--- src/rtl/mem_bus_arbiter_if.sv ---
// Bus bundle between the requesting cores, the arbiter and the shared memory.
//   rd_en_i / wr_en_i : per-master read / write request
//   addr_i / data_i   : packed per-master address / write data (master k at slice k)
//   data_o / err_o    : read data and timeout flag, valid while ack_o is high
//   ack_o             : one-hot completion pulse
//   mem_*             : memory-side strobes, address, write data, read data, ack
// Modport slave is the arbiter's view; master is the cores + memory environment.
interface mem_bus_arbiter_if #(
  parameter int NUM_MASTERS = 2,
  parameter int ADDR_WIDTH  = 32,
  parameter int DATA_WIDTH  = 32
);
  logic [NUM_MASTERS-1:0]            rd_en_i;
  logic [NUM_MASTERS-1:0]            wr_en_i;
  logic [NUM_MASTERS*ADDR_WIDTH-1:0] addr_i;
  logic [NUM_MASTERS*DATA_WIDTH-1:0] data_i;
  logic [DATA_WIDTH-1:0]             data_o;
  logic [NUM_MASTERS-1:0]            ack_o;
  logic                              err_o;
  logic                              mem_rd_en_o;
  logic                              mem_wr_en_o;
  logic [ADDR_WIDTH-1:0]             mem_addr_o;
  logic [DATA_WIDTH-1:0]             mem_data_o;
  logic [DATA_WIDTH-1:0]             mem_data_i;
  logic                              mem_ack_i;

  modport slave (
    input  rd_en_i, wr_en_i, addr_i, data_i, mem_data_i, mem_ack_i,
    output data_o, ack_o, err_o, mem_rd_en_o, mem_wr_en_o, mem_addr_o, mem_data_o
  );

  modport master (
    output rd_en_i, wr_en_i, addr_i, data_i, mem_data_i, mem_ack_i,
    input  data_o, ack_o, err_o, mem_rd_en_o, mem_wr_en_o, mem_addr_o, mem_data_o
  );
endinterface

--- src/rtl/mem_bus_arbiter.sv ---
// Round-robin arbiter granting NUM_MASTERS cores access to one memory port,
// with an optional ACCESS timeout that completes the transfer with err_o.
// Ports: clk, rst_n (async, active-low), bus (mem_bus_arbiter_if.slave).
//
// state  | meaning
// IDLE   | waiting for any request; samples grant, op, address, write data
// ACCESS | memory strobe held until mem_ack_i or timeout
// RESP   | one-cycle ack_o pulse to the granted master
module mem_bus_arbiter #(
  parameter int NUM_MASTERS    = 2,
  parameter int ADDR_WIDTH     = 32,
  parameter int DATA_WIDTH     = 32,
  parameter int TIMEOUT_CYCLES = 16
) (
  input logic             clk,
  input logic             rst_n,
  mem_bus_arbiter_if.slave bus
);

  localparam int IDX_W = (NUM_MASTERS > 1) ? $clog2(NUM_MASTERS) : 1;
  localparam int TMR_W = (TIMEOUT_CYCLES > 1) ? $clog2(TIMEOUT_CYCLES) : 1;
  localparam logic [TMR_W-1:0] TMR_LOAD =
    (TIMEOUT_CYCLES > 0) ? TMR_W'(TIMEOUT_CYCLES - 1) : '0;
  localparam logic [IDX_W-1:0] LAST_RST = IDX_W'(NUM_MASTERS - 1);

  typedef enum logic [1:0] {IDLE, ACCESS, RESP} state_t;

  state_t                 state_q, state_d;
  logic [IDX_W-1:0]       grant_q, last_grant_q, pick;
  logic                   op_wr_q;
  logic [ADDR_WIDTH-1:0]  addr_q;
  logic [DATA_WIDTH-1:0]  wdata_q, rdata_q;
  logic                   err_q;
  logic [TMR_W-1:0]       timer_q;
  logic [NUM_MASTERS-1:0] req;
  logic                   req_any, mem_done, timeout_hit;

  logic [ADDR_WIDTH-1:0]  addr_arr  [NUM_MASTERS];
  logic [DATA_WIDTH-1:0]  wdata_arr [NUM_MASTERS];

  assign req         = bus.rd_en_i | bus.wr_en_i;
  assign req_any     = |req;
  assign mem_done    = (state_q == ACCESS) && bus.mem_ack_i;
  // Timer counts down from TIMEOUT_CYCLES-1, so reaching 0 marks the last allowed ACCESS cycle.
  assign timeout_hit = (TIMEOUT_CYCLES > 0) && (timer_q == '0);

  always_comb begin
    for (int k = 0; k < NUM_MASTERS; k++) begin
      addr_arr[k]  = bus.addr_i[k*ADDR_WIDTH +: ADDR_WIDTH];
      wdata_arr[k] = bus.data_i[k*DATA_WIDTH +: DATA_WIDTH];
    end
  end

  // Round robin: first requester above last_grant, else lowest requester (wrap).
  always_comb begin : rr_pick
    logic             found_hi, found_lo;
    logic [IDX_W-1:0] pick_hi, pick_lo;
    found_hi = 1'b0;
    found_lo = 1'b0;
    pick_hi  = '0;
    pick_lo  = '0;
    for (int k = 0; k < NUM_MASTERS; k++) begin
      if (!found_hi && req[k] && (k > int'(last_grant_q))) begin
        pick_hi  = IDX_W'(k);
        found_hi = 1'b1;
      end
      if (!found_lo && req[k]) begin
        pick_lo  = IDX_W'(k);
        found_lo = 1'b1;
      end
    end
    pick = found_hi ? pick_hi : pick_lo;
  end

  always_ff @(posedge clk or negedge rst_n) begin
    if (!rst_n) state_q <= IDLE;
    else        state_q <= state_d;
  end

  always_comb begin
    state_d = state_q;
    case (state_q)
      IDLE:    if (req_any) state_d = ACCESS;
      ACCESS:  if (mem_done || timeout_hit) state_d = RESP;
      RESP:    state_d = IDLE;
      default: state_d = IDLE;
    endcase
  end

  always_ff @(posedge clk or negedge rst_n) begin
    if (!rst_n) begin
      grant_q      <= '0;
      last_grant_q <= LAST_RST;
      op_wr_q      <= 1'b0;
      addr_q       <= '0;
      wdata_q      <= '0;
      rdata_q      <= '0;
      err_q        <= 1'b0;
      timer_q      <= '0;
    end else begin
      case (state_q)
        IDLE: begin
          if (req_any) begin
            grant_q <= pick;
            op_wr_q <= bus.wr_en_i[pick];  // write wins when rd and wr are both set
            addr_q  <= addr_arr[pick];
            wdata_q <= wdata_arr[pick];
            timer_q <= TMR_LOAD;
          end
        end
        ACCESS: begin
          if (mem_done) begin
            rdata_q <= op_wr_q ? '0 : bus.mem_data_i;
            err_q   <= 1'b0;
          end else if (timeout_hit) begin
            rdata_q <= '0;
            err_q   <= 1'b1;
          end else begin
            timer_q <= timer_q - 1'b1;
          end
        end
        RESP: last_grant_q <= grant_q;
        default: ;
      endcase
    end
  end

  assign bus.mem_rd_en_o = (state_q == ACCESS) && !op_wr_q;
  assign bus.mem_wr_en_o = (state_q == ACCESS) &&  op_wr_q;
  assign bus.mem_addr_o  = addr_q;
  assign bus.mem_data_o  = wdata_q;
  assign bus.data_o      = rdata_q;
  assign bus.err_o       = err_q;
  assign bus.ack_o       = (state_q == RESP) ? (NUM_MASTERS'(1) << grant_q) : '0;

endmodule

--- src/flat_wrapper.sv ---
// flat-port wrapper written by rule: the top's interface ports become plain ports
module mem_bus_arbiter_flat 
#(
  parameter int NUM_MASTERS    = 2,
  parameter int ADDR_WIDTH     = 32,
  parameter int DATA_WIDTH     = 32,
  parameter int TIMEOUT_CYCLES = 16
)
  (clk, rst_n, bus_rd_en_i, bus_wr_en_i, bus_addr_i, bus_data_i, bus_mem_data_i, bus_mem_ack_i, bus_data_o, bus_ack_o, bus_err_o, bus_mem_rd_en_o, bus_mem_wr_en_o, bus_mem_addr_o, bus_mem_data_o);
  mem_bus_arbiter_if #(.NUM_MASTERS(NUM_MASTERS), .ADDR_WIDTH(ADDR_WIDTH), .DATA_WIDTH(DATA_WIDTH)) bus_i ();
  input logic clk;
  input logic rst_n;
  input wire logic [$bits(bus_i.rd_en_i)-1:0] bus_rd_en_i;
  input wire logic [$bits(bus_i.wr_en_i)-1:0] bus_wr_en_i;
  input wire logic [$bits(bus_i.addr_i)-1:0] bus_addr_i;
  input wire logic [$bits(bus_i.data_i)-1:0] bus_data_i;
  input wire logic [$bits(bus_i.mem_data_i)-1:0] bus_mem_data_i;
  input wire logic [$bits(bus_i.mem_ack_i)-1:0] bus_mem_ack_i;
  output wire logic [$bits(bus_i.data_o)-1:0] bus_data_o;
  output wire logic [$bits(bus_i.ack_o)-1:0] bus_ack_o;
  output wire logic [$bits(bus_i.err_o)-1:0] bus_err_o;
  output wire logic [$bits(bus_i.mem_rd_en_o)-1:0] bus_mem_rd_en_o;
  output wire logic [$bits(bus_i.mem_wr_en_o)-1:0] bus_mem_wr_en_o;
  output wire logic [$bits(bus_i.mem_addr_o)-1:0] bus_mem_addr_o;
  output wire logic [$bits(bus_i.mem_data_o)-1:0] bus_mem_data_o;
  assign bus_i.rd_en_i = bus_rd_en_i;
  assign bus_i.wr_en_i = bus_wr_en_i;
  assign bus_i.addr_i = bus_addr_i;
  assign bus_i.data_i = bus_data_i;
  assign bus_i.mem_data_i = bus_mem_data_i;
  assign bus_i.mem_ack_i = bus_mem_ack_i;
  assign bus_data_o = bus_i.data_o;
  assign bus_ack_o = bus_i.ack_o;
  assign bus_err_o = bus_i.err_o;
  assign bus_mem_rd_en_o = bus_i.mem_rd_en_o;
  assign bus_mem_wr_en_o = bus_i.mem_wr_en_o;
  assign bus_mem_addr_o = bus_i.mem_addr_o;
  assign bus_mem_data_o = bus_i.mem_data_o;
  mem_bus_arbiter #(.NUM_MASTERS(NUM_MASTERS), .ADDR_WIDTH(ADDR_WIDTH), .DATA_WIDTH(DATA_WIDTH), .TIMEOUT_CYCLES(TIMEOUT_CYCLES)) u_core (.clk(clk), .rst_n(rst_n), .bus(bus_i));
endmodule
--- config.mk ---
export PLATFORM = sky130hd
export DESIGN_NAME = mem_bus_arbiter_flat
export DESIGN_NICKNAME = d
export VERILOG_FILES = /design/src/rtl/mem_bus_arbiter_if.sv /design/src/rtl/mem_bus_arbiter.sv /design/src/flat_wrapper.sv
export SDC_FILE = /design/constraint.sdc
export NUM_CORES = 1
export LEC_CHECK = 0
export ABC_AREA = 1
export BUFFER_PORTS_ARGS = -buffer_cell sky130_fd_sc_hd__buf_2
export CAP_MARGIN = 20
export CORE_MARGIN = 2
export CORE_UTILIZATION = 50
export DETAILED_ROUTE_END_ITERATION = 10
export PLACE_DENSITY = 0.86
export SYNTH_ARGS = -nofsm -noshare
export SYNTH_HDL_FRONTEND = slang
export SYNTH_SLANG_ARGS = --single-unit
--- constraint.sdc ---
create_clock -name clk -period 2.4 [get_ports clk]
set_input_delay 0.48 -clock clk [delete_from_list [all_inputs] [get_ports clk]]
set_output_delay 0.48 -clock clk [all_outputs]
set_load 0.1 [all_outputs]
Yosys cells after proc, flatten, opt, wreduce, memory -nomap -nowiden
Cells that the tools add are included.
{"block": "word_totals", "ff_bits": 106, "input_bits": 167, "output_inout_bits": 101}
{"block": "op_classes", "addsub": 1, "n_lt_le_gt_ge": 3, "eq_ne": 6, "shifts": 1, "n_mux": 25, "bitwise": 2, "reduce_logical": 17}
{"op": "32-bit 2-to-1 mux", "n": 9}
{"op": "4-bit 2-to-1 mux", "n": 3}
{"op": "1-bit 2-to-1 mux", "n": 8}
{"op": "4-bit case mux with 2 select lines", "n": 1}
{"op": "2-bit 2-to-1 mux", "n": 3}
{"op": "2-bit inequality test (second input constant)", "n": 3}
{"op": "2-bit AND reduction", "n": 3}
{"op": "1-bit logical AND", "n": 5}
{"op": "4-bit logical NOT", "n": 1}
{"op": "2-bit case mux with 2 select lines", "n": 1}
{"op": "4-bit AND reduction", "n": 1}
{"op": "2-bit nonzero test", "n": 2}
{"op": "4-bit by 1-bit subtractor with 4-bit output (second input constant)", "n": 1}
{"op": "2-bit by 1-bit equality test with 1-bit output (second input constant)", "n": 1}
{"op": "2-bit equality test (second input constant)", "n": 1}
{"op": "2-bit greater-or-equal comparator (second input constant)", "n": 1}
{"op": "1-bit logical NOT", "n": 2}
{"op": "2-bit logical NOT", "n": 1}
{"op": "1-bit by 2-bit less-than comparator with 1-bit output (second input constant)", "n": 1}
{"op": "2-bit by 1-bit inequality test with 1-bit output (second input constant)", "n": 1}
{"op": "1-bit NOT with 2-bit output", "n": 1}
{"op": "2-bit OR", "n": 1}
{"op": "2-bit OR reduction", "n": 1}
{"op": "1-bit by 1-bit left shift with 2-bit output (first input constant)", "n": 1}
{"op": "2 further kinds", "n": 2}

Depth between registers and ports, before layout
Gate-level depths: netlist (run 1).
{"block": "logic_depth", "word_depth": 10, "mapped_depth": 8, "ltp_nobuf": 7}

Worst setup path after synthesis (run 1)
No wires, ideal clock.
{"block": "synth_timing", "path_kind": "register to output", "start": "register u_core.state_q[0]", "end": "output port bus_ack_o[0]", "t_arrival_ns": 1.783, "path_slack_ns": 0.137, "stages_incl_launch_ff": 4, "path_buffers": 0, "path_cell_list": "dfrtp_1 inv_1 nand2_1 nor2_1"}
{"block": "synth_between", "elab_chain_len": 2}
{"element": "start: declaration", "line_no": "mem_bus_arbiter.sv:28", "source": "state_t state_q, state_d;"}
{"element": "start signal: assignment", "line_no": "mem_bus_arbiter.sv:77", "source": "else state_q <= state_d;"}
{"element": "2-bit equality test", "line_no": "mem_bus_arbiter.sv:134", "source": "assign bus.ack_o = (state_q == RESP) ? (NUM_MASTERS'(1) << grant_q) : '0;"}
{"element": "2-bit 2-to-1 mux", "line_no": "mem_bus_arbiter.sv:134"}
{"element": "end: declaration", "line_no": "flat_wrapper.sv:20", "source": "output wire logic [$bits(bus_i.ack_o)-1:0] bus_ack_o;"}
No other way between the ends.

Final worst setup path (run 1)
Same ends and word-level chain as after synthesis.

==> results.json, run 1 <==
{
  "fmax_ghz": 0.499,
  "hpwl_mm": 10.8,
  "fp-row-count": 38,
  "grt_pass1_vias": 5158,
  "gp_congestion": 0.872,
  "drt_iter0_drc": 366,
  "synth.distinct_cells": 18,
  "chipWidth_um": 108,
  "hold_class": "input port to asynchronous set/reset pin",
  "syn2layout_area_growth_pct": 29.3,
  "grt_max_degree": 65,
  "grtUsageMet2_pct": 44.7,
  "cts_tree": "built",
  "grt_overflow_total": 0,
  "crit_fanout": 3,
  "cts_buffers": 9,
  "core_sq_um": 10700,
  "met1_usage_pct": 30.3,
  "io-pin-count": 268,
  "initial_core_util_pct": 50.6,
  "critPathCaptureType": "output pin",
  "clk_latency_ns": 0.37,
  "max_cap_violations": 0,
  "clk_pin_slew_worst_paths_ns": 0.11,
  "drt_first_pass_iters": 4,
  "r2r_cells": 5,
  "finalSetupTns_ns": 0,
  "fin_hold_ws_ns": 0.0668,
  "final_common_cell": "nand2_1",
  "r2r_end": "u_core.bus.mem_data_o[6]",
  "antenna_found_initial": 0,
  "grt_use_met3_pct": 4.88,
  "worstPathArrival_ns": 1.52,
  "routed_wl_mm": 14.4,
  "synth-warning-count": 0,
  "outcome": "complete, no violations",
  "r2r_start": "u_core.state_q[1]",
  "nNetsFinal": 1179,
  "fill_cells": 988,
  "final_cell_count_no_fill": 1156,
  "antenna_cells": 0,
  "syn_nets": 930,
  "multi_input_area_sq_um": 2040,
  "top_usage_layer": "met2",
  "cts_sinks": 106,
  "ys_seq_elements": 106,
  "synth_top_area_share_pct": 48.3,
  "critical_path_class": "register to output pin",
  "synth.cell_area_sq_um": 5440,
  "syn_area_per_cell_sq_um": 7.14,
  "slew_headroom_pct": 57.3,
  "most-common-layout-cells": "278 x nand2_1, 266 x buf_2, 168 x nand3_1",
  "fin_skew_ns": 0.0194,
  "synth.area.top_cells": "dfrtp_1 48%, nand2_1 19%, nand3_1 15%, inv_1 9.5%, buf_2 3.0%",
  "reg2reg_slack_ns": 0.83,
  "io_buffers": 267,
  "ctsLongestPathBuffers": 2,
  "seq_area_frac_synth_pct": 48.8,
  "synthCells": 762,
  "cts_root_buffer": "clkbuf_8",
  "grt_first_pass_wirelength_mm": 23.3,
  "numPlacedInstances": 1140,
  "post-cts-setup-buffers": 0,
  "seqCellArea_sq_um": 2650,
  "dieHeight_um": 108,
  "period_minus_slack_ns": 2.00,
  "required_ns": 1.92,
  "timing_hold_violations_final": 0,
  "drv_slew": 0,
  "vias": 5548,
  "drtAntennaViolNets": 0,
  "h-tree-depth": 3,
  "cts.repair.resized": 0,
  "yosysTopAreaCell": "dfrtp_1",
  "tightestPinTransition_ns": 0.641,
  "grt_setup_unrepaired": "no",
  "worst_setup_path_start_kind": "register",
  "hold_buffers": 0,
  "dieArea_sq_um": 11700,
  "drive_above_1_share_pct": 30.3,
  "critPathLaunch": "u_core.state_q[0]",
  "vias_per_cell": 4.80,
  "drc": 0,
  "grtUsageTotal_pct": 25.1,
  "period_share_pct": 83.4,
  "setup_violations": 0,
  "avgRoutedWirePerCell_um": 12.4
}
[flip-flops by register name, indices dropped and copies added (netlist names)]
register / count
u_core.grant_q: 1
u_core.bus.err_o: 1
u_core.state_q: 2
u_core.bus.data_o: 32
u_core.bus.mem_data_o: 32
u_core.bus.mem_addr_o: 32
u_core.last_grant_q: 1
u_core.timer_q: 4
u_core.op_wr_q: 1
[final cells by class]
class / count / share of cell area (%)
Clock buffer: 9 / 1.76
Inverter: 141 / 7.56
Sequential cell: 106 / 37.7
Clock inverter: 7 / 0.854
Tap cell: 140 / 2.49
Multi-Input combinational cell: 473 / 29.0
Timing Repair Buffer: 280 / 20.6
[critical path, cell delays in order, from the launching register on]
cell and delay [ns]:
dfrtp_1 0.41, inv_1 0.06, nand2_1 0.08, nor2_1 0.14, buf_2 0.47
[Yosys cell counts (all sizes together)]
cell	number
a21oi	6
clkbuf	1
o21ai	2
nor2	14
ha	1
inv	141
nand2	281
dfrtp	105
nand3	168
nor3	1
dfstp	1
buf	41
[routing by layer]
metal / routed length [um] / vias to the layer above
li1: - / 2798
met1: 5790 / 2528
met2: 7280 / 200
met3: 1010 / 22
met4: 293 / 0
met5: 0 / -
[how the worst max path moves through the flow]
| stage | endpoint | slack [ns] |
|---|---|---|
| floorplan | bus_ack_o[0] | 0.14 |
| global placement | u_core.timer_q[2] | 0.60 |
| detailed placement | u_core.timer_q[2] | 0.54 |
| CTS | bus_ack_o[0] | 0.37 |
| global route | bus_ack_o[0] | 0.30 |
| finish | bus_ack_o[0] | 0.40 |
[cell families after synthesis]
kind of cell,synth area share [%]
flip-flops,48.8
adder cells (fa/ha/maj),0.230
AO/OA/AOI/OAI,0.805
buffers and inverters,14.0
AND/OR/NAND/NOR,36.2
[stage by stage]
stage	worst slack, ns	utilization (%)	instance area, sq um
floorplan	0.137	-	5440
global placement	0.600	63.7	6850
detailed placement	0.538	63.7	6850
CTS	0.373	65.4	7030
global route	0.299	65.4	7030
finish	0.398	65.4	7030
Power of run 1 is not shown: default switching activity piles up to over one toggle a cycle in this logic, so the estimate is an artifact.
==> run 2: changes to the inputs <==
CORE_UTILIZATION = 47   (was 50)
PLACE_DENSITY = 0.82   (was 0.86)
clock period = 1.85 ns   (was 2.4 ns; I/O delays follow)
==> results.json, run 2 (synthesized netlist as in run 1, its figures left out) <==
{
  "outcome": "complete, no violations",
  "drv_slew": 0,
  "period_minus_slack_ns": 1.72,
  "grt_setup_unrepaired": "no",
  "fp-row-count": 39,
  "path_cells": "inv_1 > nand2_1 > nor2_2 > buf_4",
  "vias": 5521,
  "grt_first_pass_wirelength_mm": 23.9,
  "avgRoutedWirePerCell_um": 12.3,
  "fin_skew_ns": 0.0100,
  "clk_latency_ns": 0.34,
  "dieArea_sq_um": 12400,
  "io-pin-count": 268,
  "max_cap_violations": 0,
  "setup_ws_ns": 0.128,
  "tightestPinTransition_ns": 0.641,
  "cp_slowest_cell": "dfrtp_1",
  "path_buf_inv": 2,
  "place_ws_ns": 0.193,
  "hold_class": "input port to register",
  "ctsLongestPathBuffers": 2,
  "cpLargestDelayFamily": "flip-flops",
  "io_buffers": 267,
  "grt_max_degree": 73,
  "period_share_pct": 93.1,
  "final_util_pct": 63.9,
  "critical_path_class": "register to output pin",
  "drtAntennaViolNets": 0,
  "core_sq_um": 11400,
  "required_ns": 1.48,
  "drive_above_1_share_pct": 30.6,
  "h-tree-depth": 3,
  "cts_root_buffer": "clkbuf_16",
  "slew_headroom_pct": 57.2,
  "vias_per_cell": 4.76,
  "initial_core_util_pct": 47.8,
  "drt_first_pass_iters": 4,
  "final_common_cell": "nand2_1",
  "fin_hold_ws_ns": 0.231,
  "cts_buffers": 9,
  "setup_violations": 0,
  "worstPathArrival_ns": 1.35,
  "cpPeakStageDelay_ns": 0.41,
  "cts_sinks": 106,
  "crit_fanout": 3,
  "chipWidth_um": 112,
  "critPathCaptureType": "output pin",
  "grt_pass1_vias": 5197,
  "dieHeight_um": 112,
  "fmax_ghz": 0.581,
  "routed_wl_mm": 14.2,
  "cts_tree": "built",
  "most-common-layout-cells": "278 x nand2_1, 262 x buf_2, 168 x nand3_1",
  "drt_iter0_drc": 290,
  "antenna_found_initial": 0,
  "nNetsFinal": 1180,
  "antenna_cells": 0,
  "grt_overflow_total": 0,
  "hpwl_mm": 10.5,
  "timing_hold_violations_final": 0,
  "clk_pin_slew_worst_paths_ns": 0.08,
  "worst_setup_path_start_kind": "register",
  "grtUsageTotal_pct": 23.1,
  "gp_congestion": 0.849,
  "drc": 0,
  "syn2layout_area_growth_pct": 33.5
}
[run 2: cell count changes in the layout (fill, tap and decap cells not counted), moves of 2 or more]
| cell | delta |
|---|---|
| buf_4 | -2 |
| clkbuf_16 | +9 |
| clkinvlp_4 | -2 |
| nor2_2 | +3 |
| buf_12 | +5 |
| buf_2 | -4 |
| clkbuf_8 | -9 |
| nor2_1 | -3 |
[run 2: through the flow]
stage / TNS, ns / std cells / cell area, sq um
after floorplan: -0.569 / 762 / 5440
after global routing: 0 / 1160 / 7260
after global placement: 0 / 1143 / 6920
final: 0 / 1160 / 7260
after CTS: 0 / 1160 / 7260
after detailed placement: 0 / 1143 / 6920
[run 2: what timing repair did]
action | 4_1_cts | 5_1_grt
buffers inserted | 0 | 0
hold endpoints to repair | 12 | 0
resized for setup | 2 | 2
hold buffers | 1 | 0
setup endpoints to repair | 2 | 2
[run 2: final cells by class]
| type | count | area, sq um |
|---|---|---|
| fillers | 1046 | 4110 |
| flip-flops and latches | 106 | 2650 |
| well taps | 143 | 179 |
| multi-input cells | 473 | 2050 |
| clock buffers | 9 | 225 |
| repair buffers | 281 | 1530 |
| clock inverters | 7 | 95.1 |
| inverters | 141 | 532 |
[run 2: layer usage]
metal	global-route usage, %	wire [um]	vias to the layer above
li1	-	-	2798
met1	29.5	5950	2491
met2	40.0	7030	203
met3	3.48	866	29
met4	8.40	367	0
met5	0	0	-
[run 2: path summary, 6_finish.rpt]
check,from,end,slack [ns],cells past startpoint
setup / recovery,u_core.state_q[0],bus_ack_o[0],0.13,4
hold / removal,bus_mem_data_i[29],u_core.bus.data_o[29],0.23,3
setup reg to reg,u_core.state_q[0],u_core.bus.mem_addr_o[31],0.30,5
hold reg to reg,u_core.bus.mem_addr_o[27],u_core.bus.mem_addr_o[27],0.48,2
max in group asynchronous,rst_n,u_core.last_grant_q,0.87,3
min in group asynchronous,rst_n,u_core.bus.data_o[2],0.42,2
[run 2: tightest hold or removal path, delay by kind of cell]
| kind | cells | cell delay [ns] |
|---|---|---|
| buf+inv | 1 | 0.07 |
| simple gates | 2 | 0.09 |
Power of run 2 is left out for the same reason.
